==> src/rtl/icache_pkg.sv <==
// -----------------------------------------------------------------------------
// icache_pkg
// Shared types and helpers for the direct-mapped instruction cache controller.
//   state_t     : controller sequencing states
//   tag_width   : derives the tag field width from address/index/offset widths
//   addr_index  : extracts the line index field from a (zero-extended) address
//   addr_tag    : extracts the tag field from a (zero-extended) address
// Helpers operate on MAX_ADDR_W-bit values; callers size-cast the result.
// -----------------------------------------------------------------------------
package icache_pkg;

  localparam int MAX_ADDR_W = 64;

  typedef enum logic [1:0] {
    S_FLUSH  = 2'd0,
    S_IDLE   = 2'd1,
    S_MISS   = 2'd2,
    S_REFILL = 2'd3
  } state_t;

  function automatic int tag_width(input int addr_w, input int index_w, input int offset_w);
    return addr_w - index_w - offset_w;
  endfunction

  function automatic logic [MAX_ADDR_W-1:0] addr_index(input logic [MAX_ADDR_W-1:0] addr,
                                                       input int index_w, input int offset_w);
    logic [MAX_ADDR_W-1:0] mask;
    mask = (64'd1 << index_w) - 64'd1;
    return (addr >> offset_w) & mask;
  endfunction

  function automatic logic [MAX_ADDR_W-1:0] addr_tag(input logic [MAX_ADDR_W-1:0] addr,
                                                     input int index_w, input int offset_w);
    return addr >> (index_w + offset_w);
  endfunction

endpackage

==> src/rtl/icache_stats.sv <==
// -----------------------------------------------------------------------------
// icache_stats
// Saturating hit/miss counters for the instruction cache controller.
// Ports:
//   clock, reset   : clock and synchronous active-high reset
//   ready          : a fetch completed this cycle
//   miss_start     : controller moves from lookup into a miss this cycle
//   refill         : controller is writing a refilled line this cycle
//   hit_count      : completed fetches that were genuine hits
//   miss_count     : lookups that missed
// The first ready after a refill is the replayed lookup of the missing fetch,
// so it is not counted as a hit.
// -----------------------------------------------------------------------------
module icache_stats (
  input  logic        clock,
  input  logic        reset,
  input  logic        ready,
  input  logic        miss_start,
  input  logic        refill,
  output logic [31:0] hit_count,
  output logic [31:0] miss_count
);

  logic replay_r;

  // Counter and replay-flag update
  always_ff @(posedge clock) begin
    if (reset) begin
      hit_count  <= 32'h0;
      miss_count <= 32'h0;
      replay_r   <= 1'b0;
    end else begin
      if (miss_start && (miss_count != 32'hFFFF_FFFF)) begin
        miss_count <= miss_count + 32'd1;
      end
      if (ready && !replay_r && (hit_count != 32'hFFFF_FFFF)) begin
        hit_count <= hit_count + 32'd1;
      end
      if (refill) begin
        replay_r <= 1'b1;
      end else if (ready) begin
        replay_r <= 1'b0;
      end
    end
  end

endmodule

==> src/rtl/icache_ctrl.sv <==
// -----------------------------------------------------------------------------
// icache_ctrl
// Sequencing controller for a direct-mapped instruction cache (one 32-bit word
// per line). Performs zero-wait hit lookup, single-word refill over a req/ack
// memory handshake, and a whole-cache flush walk (also run out of reset).
// Ports:
//   clock, reset                 : clock, synchronous active-high reset
//   cpu_req/cpu_addr             : fetch request, held until cpu_ready
//   cpu_ready/cpu_inst           : fetch completion and instruction
//   flush/flush_busy             : flush pulse and walk-in-progress flag
//   mem_req/mem_addr             : refill request (held until mem_ack)
//   mem_ack/mem_data             : refill response pulse and word
//   tag_* / data_*               : tag and data RAM ports (asynchronous read)
// Optional feature (macro ICACHE_STATS_EN): adds hit_count and miss_count
// outputs driven by the icache_stats sub-module.
// -----------------------------------------------------------------------------
module icache_ctrl
  import icache_pkg::*;
#(
  parameter int ADDR_W   = 32,
  parameter int INDEX_W  = 6,
  parameter int OFFSET_W = 2,
  parameter int TAG_W    = tag_width(ADDR_W, INDEX_W, OFFSET_W)
) (
  input  logic               clock,
  input  logic               reset,
  input  logic               cpu_req,
  input  logic [ADDR_W-1:0]  cpu_addr,
  output logic               cpu_ready,
  output logic [31:0]        cpu_inst,
  input  logic               flush,
  output logic               flush_busy,
  output logic               mem_req,
  output logic [ADDR_W-1:0]  mem_addr,
  input  logic               mem_ack,
  input  logic [31:0]        mem_data,
  output logic               tag_we,
  output logic [INDEX_W-1:0] tag_index,
  output logic               tag_valid_in,
  output logic [TAG_W-1:0]   tag_in,
  input  logic               tag_valid_out,
  input  logic [TAG_W-1:0]   tag_out,
  output logic               data_we,
  output logic [INDEX_W-1:0] data_index,
  output logic [31:0]        data_in,
  input  logic [31:0]        data_out
`ifdef ICACHE_STATS_EN
  ,
  output logic [31:0]        hit_count,
  output logic [31:0]        miss_count
`endif
);

  state_t             state_r;
  state_t             next_s;
  logic [INDEX_W-1:0] flush_cnt_r;
  logic               flush_pend_r;
  logic [TAG_W-1:0]   miss_tag_r;
  logic [INDEX_W-1:0] miss_idx_r;
  logic [31:0]        fill_data_r;

  logic [INDEX_W-1:0] idx_s;
  logic [TAG_W-1:0]   tag_s;
  logic               hit_s;
  logic               miss_start_s;

  // Offset bits are dropped by the field helpers, so they never influence lookup
  assign idx_s        = INDEX_W'(addr_index(MAX_ADDR_W'(cpu_addr), INDEX_W, OFFSET_W));
  assign tag_s        = TAG_W'(addr_tag(MAX_ADDR_W'(cpu_addr), INDEX_W, OFFSET_W));
  assign hit_s        = tag_valid_out && (tag_out == tag_s);
  assign miss_start_s = (state_r == S_IDLE) && (next_s == S_MISS);

  // State register, flush walk counter and miss bookkeeping
  always_ff @(posedge clock) begin
    if (reset) begin
      state_r      <= S_FLUSH;
      flush_cnt_r  <= {INDEX_W{1'b0}};
      flush_pend_r <= 1'b0;
      miss_tag_r   <= {TAG_W{1'b0}};
      miss_idx_r   <= {INDEX_W{1'b0}};
      fill_data_r  <= 32'h0;
    end else begin
      state_r <= next_s;
      // Counter restarts at zero whenever a walk is entered
      if (state_r == S_FLUSH) begin
        flush_cnt_r <= flush_cnt_r + INDEX_W'(1'b1);
      end else begin
        flush_cnt_r <= {INDEX_W{1'b0}};
      end
      if (miss_start_s) begin
        miss_tag_r <= tag_s;
        miss_idx_r <= idx_s;
      end
      if ((state_r == S_MISS) && mem_ack) begin
        fill_data_r <= mem_data;
      end
      // A flush during an outstanding refill waits until the line is written
      if (((state_r == S_MISS) || (state_r == S_REFILL)) && flush) begin
        flush_pend_r <= 1'b1;
      end else if (state_r == S_FLUSH) begin
        flush_pend_r <= 1'b0;
      end
    end
  end

  // Next-state and RAM/bus output decode
  always_comb begin
    next_s       = state_r;
    cpu_ready    = 1'b0;
    cpu_inst     = 32'h0;
    flush_busy   = 1'b0;
    mem_req      = 1'b0;
    mem_addr     = {miss_tag_r, miss_idx_r, {OFFSET_W{1'b0}}};
    tag_we       = 1'b0;
    tag_index    = idx_s;
    tag_valid_in = 1'b0;
    tag_in       = {TAG_W{1'b0}};
    data_we      = 1'b0;
    data_index   = idx_s;
    data_in      = fill_data_r;
    case (state_r)
      S_FLUSH: begin
        flush_busy = 1'b1;
        tag_we     = 1'b1;
        tag_index  = flush_cnt_r;
        if (flush_cnt_r == {INDEX_W{1'b1}}) begin
          next_s = S_IDLE;
        end else begin
          next_s = S_FLUSH;
        end
      end
      S_IDLE: begin
        if (flush) begin
          next_s = S_FLUSH;
        end else if (cpu_req && hit_s) begin
          cpu_ready = 1'b1;
          cpu_inst  = data_out;
          next_s    = S_IDLE;
        end else if (cpu_req) begin
          next_s = S_MISS;
        end else begin
          next_s = S_IDLE;
        end
      end
      S_MISS: begin
        mem_req = 1'b1;
        if (mem_ack) begin
          next_s = S_REFILL;
        end else begin
          next_s = S_MISS;
        end
      end
      S_REFILL: begin
        tag_we       = 1'b1;
        data_we      = 1'b1;
        tag_index    = miss_idx_r;
        data_index   = miss_idx_r;
        tag_valid_in = 1'b1;
        tag_in       = miss_tag_r;
        if (flush_pend_r || flush) begin
          next_s = S_FLUSH;
        end else begin
          next_s = S_IDLE;
        end
      end
      default: begin
        next_s = S_FLUSH;
      end
    endcase
  end

`ifdef ICACHE_STATS_EN
  icache_stats u_stats (
    .clock      (clock),
    .reset      (reset),
    .ready      (cpu_ready),
    .miss_start (miss_start_s),
    .refill     (state_r == S_REFILL),
    .hit_count  (hit_count),
    .miss_count (miss_count)
  );
`endif

endmodule

==> config.mk <==
export PLATFORM = sky130hd
export DESIGN_NAME = icache_ctrl
export DESIGN_NICKNAME = d
export VERILOG_FILES = /design/src/rtl/icache_pkg.sv /design/src/rtl/icache_stats.sv /design/src/rtl/icache_ctrl.sv
export SDC_FILE = /design/constraint.sdc
export NUM_CORES = 1
export LEC_CHECK = 0
export BUFFER_PORTS_ARGS = -buffer_cell sky130_fd_sc_hd__buf_2
export CORE_ASPECT_RATIO = 2
export CORE_MARGIN = 5
export CORE_UTILIZATION = 42
export DETAILED_ROUTE_END_ITERATION = 12
export PLACE_DENSITY = 0.87
export SLEW_MARGIN = 40
export SYNTH_ARGS = -nofsm -noshare
export SYNTH_HDL_FRONTEND = slang
export SYNTH_SLANG_ARGS = --single-unit
export TNS_END_PERCENT = 50
==> constraint.sdc <==
create_clock -name clock -period 2.85 [get_ports clock]
set_input_delay 0.1425 -clock clock [delete_from_list [all_inputs] [get_ports clock]]
set_output_delay 0.1425 -clock clock [all_outputs]
set_load 0.01 [all_outputs]
==> impl_summary.md <==
Logic synthesis
The fraction of post-synthesis cell area in the top cell type by area is 36.0%. Summed over all instances, the cell type with the most area after synthesis is sky130_fd_sc_hd__dfxtp_1. After Yosys synthesis, and, or, nand and nor cells account for 33.0% of the synthesized area. The share of the synthesized area in compound gates (AO/OA/AOI/OAI) is 8.59%. In this run, synthesis inferred 0 flip-flops with an integrated enable. In this run, synthesis produced a sequential element count of 71. The share of synthesized area occupied by flip-flops and latches is 36.0%. The synthesized-area fraction occupied by adder cells is 1.59%. For this run, the leading register cell type out of synthesis is sky130_fd_sc_hd__dfxtp_1. Summing the areas of all xor and xnor instances in the mapped netlist gives 5.99% of the synthesized area. The commonest cells after synthesis are sky130_fd_sc_hd__nand2_1 (75), sky130_fd_sc_hd__dfxtp_1 (71), sky130_fd_sc_hd__and2_1 (57).

The largest family of logic cells by synthesized area is simple AND/OR/NAND/NOR gates. The number of warnings issued by yosys is 0. The mux contribution to synthesized area is 9.58%.

In the synthesized netlist the async set-or-reset flop fraction comes to 0%. A synthesized cell averages 8.65 um^2. The post-synthesis instance area is 0.00395 mm^2. The most used standard cell by instance count after synthesis is sky130_fd_sc_hd__nand2_1. Counting every instance in the synthesized netlist gives 456. After synthesis, the cell types taking the most area are sky130_fd_sc_hd__dfxtp_1 (36%), sky130_fd_sc_hd__and2_1 (9.0%), sky130_fd_sc_hd__mux2i_1 (7.9%), sky130_fd_sc_hd__nand2_1 (7.1%), sky130_fd_sc_hd__or2b_2 (6.9%). The number of different library cells in the post-synthesis netlist is 38.

Global routing
The pin count of the biggest net entering global routing is 53. The first-pass GRT wire length is 20.7 mm. The overall overflow remaining after global route is 0. The via count of the first global-routing pass is 3,991. The total track usage is 23.4%.

The number of antenna violations at the first check in global routing is 13.

Drt
The total routed wirelength is 13.9 mm. The routed length per instance is 17.0 um. The number of DRC markers in iteration 0 is 130. After detailed routing, the number of remaining DRC violations is 0. The first-pass detailed-route iteration total is 4. The total number of vias is 4,074. In the routed layout, each cell is associated on average with a via count of 4.98. In this run the remaining antenna-violating nets after routing total 0.

Setup path
The worst register-to-register path begins at state_r[0]. STA classifies the critical path endpoint as a flop. Data on the critical path arrives at its endpoint at 2540 ps. The critical path data required time is 3100 ps. Walking the worst path, the cells encountered are inv_1, ha_1, nand2_4, buf_4, a21oi_2, a221oi_4, buf_4, mux2i_1.

The critical-path cell with the highest stage delay is sky130_fd_sc_hd__dfxtp_1. In this run the critical register-to-register path is captured at miss_idx_r[0]. The type of the worst setup path is reg2reg. The delay of the slowest cell on the worst path is 360 ps. By instance count, the cell type seen most on the critical path is sky130_fd_sc_hd__buf_4. The worst-case reg-to-reg path depth is 8. The startpoint class of the critical path is a flop.

The flop-to-flop setup slack is 560 ps. In this run the worst path has a maximum fanout of 33.

Pwr
In this run, the clock network consumes 51.6% of the power. The analysis attributes to net switching a power of 0.541 mW. For this design the ratio of total power to cell area is 451 mW/mm^2.

The worst-case vdd ir drop is 0.370 mV. The portion of total power attributed to sequential cells is 39.6%. Of the total power, combinational logic draws 8.8%. Summed over all cells, the static leakage comes to 2.69 nW. The cell-internal power is 1.99 mW. Net switching is 21.4% of the power. Power comes to 2.53 mW.

Final layout
At the end of the flow, the number of nets in the layout was 833. The proportion of layout cells with a drive suffix above 1 is 46.1%. The number of fill cells is 844. Compared with the post-synthesis result, the final layout area differs by 42.1%.

Clock tree
Buffers added to address setup during post-CTS repair amount to 0. The root buffer cell chosen for the clock tree is sky130_fd_sc_hd__clkbuf_16. For the worst-skew pair, the clock arrives at the later sink with an insertion delay of 330 ps. The number of resized instances in the post-cts repair step is 0.

In this run, CTS created clock tree buffers numbering 9. The clock sink count is 71. The clock input transition at the sequential cells of the worst setup and hold paths is 60 ps. The deepest clock path buffer count is 2. TritonCTS built the clock tree. The hold buffer count at cts is 0.

The maximum level of the CTS H-tree is 3.

Timing
For the final database, setup skew stands at 7.85 ps. Dividing the final minimum period by the clock period gives 80.3%. The shortest period the worst path allows is 2290 ps. The worst max-slew margin expressed relative to the limit is 48.3%. The transition at the pin with the smallest max-transition slack is 775 ps. The number of slew-limit violations in the final report came to 0. The count of final setup violators is 0.

Adding up every negative setup slack in the final design gives 0 ps. Setup repair after global routing left no endpoint under its margin. The number of hold-slack violations in the final timing report is 0. The fmax is 437 MHz.

Die
After floorplanning, the core was divided into 50 placement rows. The floorplan step defined a core boundary enclosing 0.00926 mm^2. The floorplan die height is 147 um.

The x dimension of the die is 78.5 um. The I/O pin count is 264. The die covers 0.0116 mm^2. The effective utilization at floorplan is 42.6%.

Min path
The worst min-delay path class is in2reg. Counting instances, the worst hold path has a depth of 3. The startpoint identified for the worst hold timing path is mem_data[9]. The worst-case hold path end point is data_in[9].

Placement
The final weighted congestion of routability-driven global placement is 0.804. The estimated wirelength of the detail-placed design is 11.1 mm. The number of buffer cells added on primary ports is 259.

Outcome
The flow ran to the end, and the final reports show no timing, DRC or antenna violations.

Flow run
Across the run, the number of max-cap violations was 0.
[per-layer routing]
layer / vias up / GRT usage (%) / part of all wire [%]
li1: 1983 / - / -
met1: 1819 / 20.7 / 32
met2: 214 / 43.1 / 53
met3: 46 / 8.83 / 9.7
met4: 12 / 14.6 / 4.9
met5: - / 0 / 0.42
[worst max-delay path: cells and delay by family (launching register included)]
| kind | cells | cell delay [ps] |
|---|---|---|
| AOI/OAI and AO/OA | 2 | 430 |
| and+or+nand+nor | 1 | 80 |
| DFF | 1 | 360 |
| adders and majority gates | 1 | 290 |
| muxes | 1 | 230 |
| buffers and inverters | 3 | 810 |
[cells in the final DEF (no fill, tap or decap), types with 2 or more instances in the layout]
cell type	count
sky130_fd_sc_hd__buf_2	259
sky130_fd_sc_hd__nand2_1	75
sky130_fd_sc_hd__dfxtp_1	71
sky130_fd_sc_hd__and2_1	57
sky130_fd_sc_hd__a21oi_1	36
sky130_fd_sc_hd__mux2i_1	31
sky130_fd_sc_hd__or2b_2	31
sky130_fd_sc_hd__or2b_1	29
sky130_fd_sc_hd__xnor2_1	22
sky130_fd_sc_hd__nor2_1	10
sky130_fd_sc_hd__nand4_1	9
sky130_fd_sc_hd__clkbuf_16	9
sky130_fd_sc_hd__diode_2	7
sky130_fd_sc_hd__o21ai_0	7
sky130_fd_sc_hd__buf_4	7
sky130_fd_sc_hd__a22oi_1	6
sky130_fd_sc_hd__mux2_2	6
sky130_fd_sc_hd__xor2_1	5
sky130_fd_sc_hd__ha_1	5
sky130_fd_sc_hd__inv_1	4
sky130_fd_sc_hd__nand3_1	4
sky130_fd_sc_hd__bufinv_16	3
sky130_fd_sc_hd__conb_1	2
sky130_fd_sc_hd__clkinv_2	2
[sequential cells by signal (all words and copies together) (netlist names)]
signal,count
miss_idx_r,6
data_in,32
flush_pend_r,1
flush_cnt_r,6
state_r,2
miss_tag_r,24
[power groups by stage]
stage               Sequential, mW  Clock [mW]  Combinational, mW
floorplan                     1.02           0              0.102
global placement              1.02           0              0.218
detailed placement            1.02           0              0.223
CTS                           1.00        1.34              0.225
global route                  1.00        1.39              0.246
finish                        1.00        1.31              0.224
[stage by stage]
step	utilization [%]	cell area [um^2]	setup slack [ps]	hold slack (ps)	cells
2_1_floorplan	-	3950	822	275	457
3_3_place_gp	56.6	5240	636	382	795
3_5_place_dp	56.6	5240	557	387	795
4_1_cts	60.4	5590	535	35.0	811
5_1_grt	60.5	5610	378	36.7	817
6_report	60.6	5610	562	48.0	818
[layout make-up]
type | instances | area, um^2 | share of cell area, %
multi-input cells | 349 | 2320 | 41.5
flip-flops and latches | 71 | 1420 | 25.3
repair buffers | 266 | 1350 | 24.1
clock buffers | 10 | 239 | 4.26
well taps | 104 | 130 | 2.32
clock inverters | 6 | 108 | 1.92
inverters | 5 | 18.8 | 0.335
diodes | 7 | 17.5 | 0.312
[kinds of logic (layout without fill, tap and decap cells)]
| group | after synthesis | count (layout) |
|---|---|---|
| xor+xnor | 27 | 27 |
| other cells | 1 | 9 |
| compound gates | 56 | 56 |
| simple gates | 222 | 222 |
| flops | 71 | 71 |
| fa+ha+maj | 5 | 5 |
| mux | 37 | 37 |
| buf+inv | 37 | 287 |
[worst max path at each step]
stage                     slack, ps              to  startpoint
after floorplan                 820   miss_idx_r[0]  state_r[0]
after global placement          640   miss_idx_r[3]  state_r[0]
after detailed placement        560  miss_tag_r[23]  state_r[0]
after CTS                       530  miss_tag_r[23]  state_r[0]
after global routing            380   miss_idx_r[5]  state_r[0]
final                           560   miss_idx_r[0]  state_r[0]
Power figures use the tool's default switching activity.
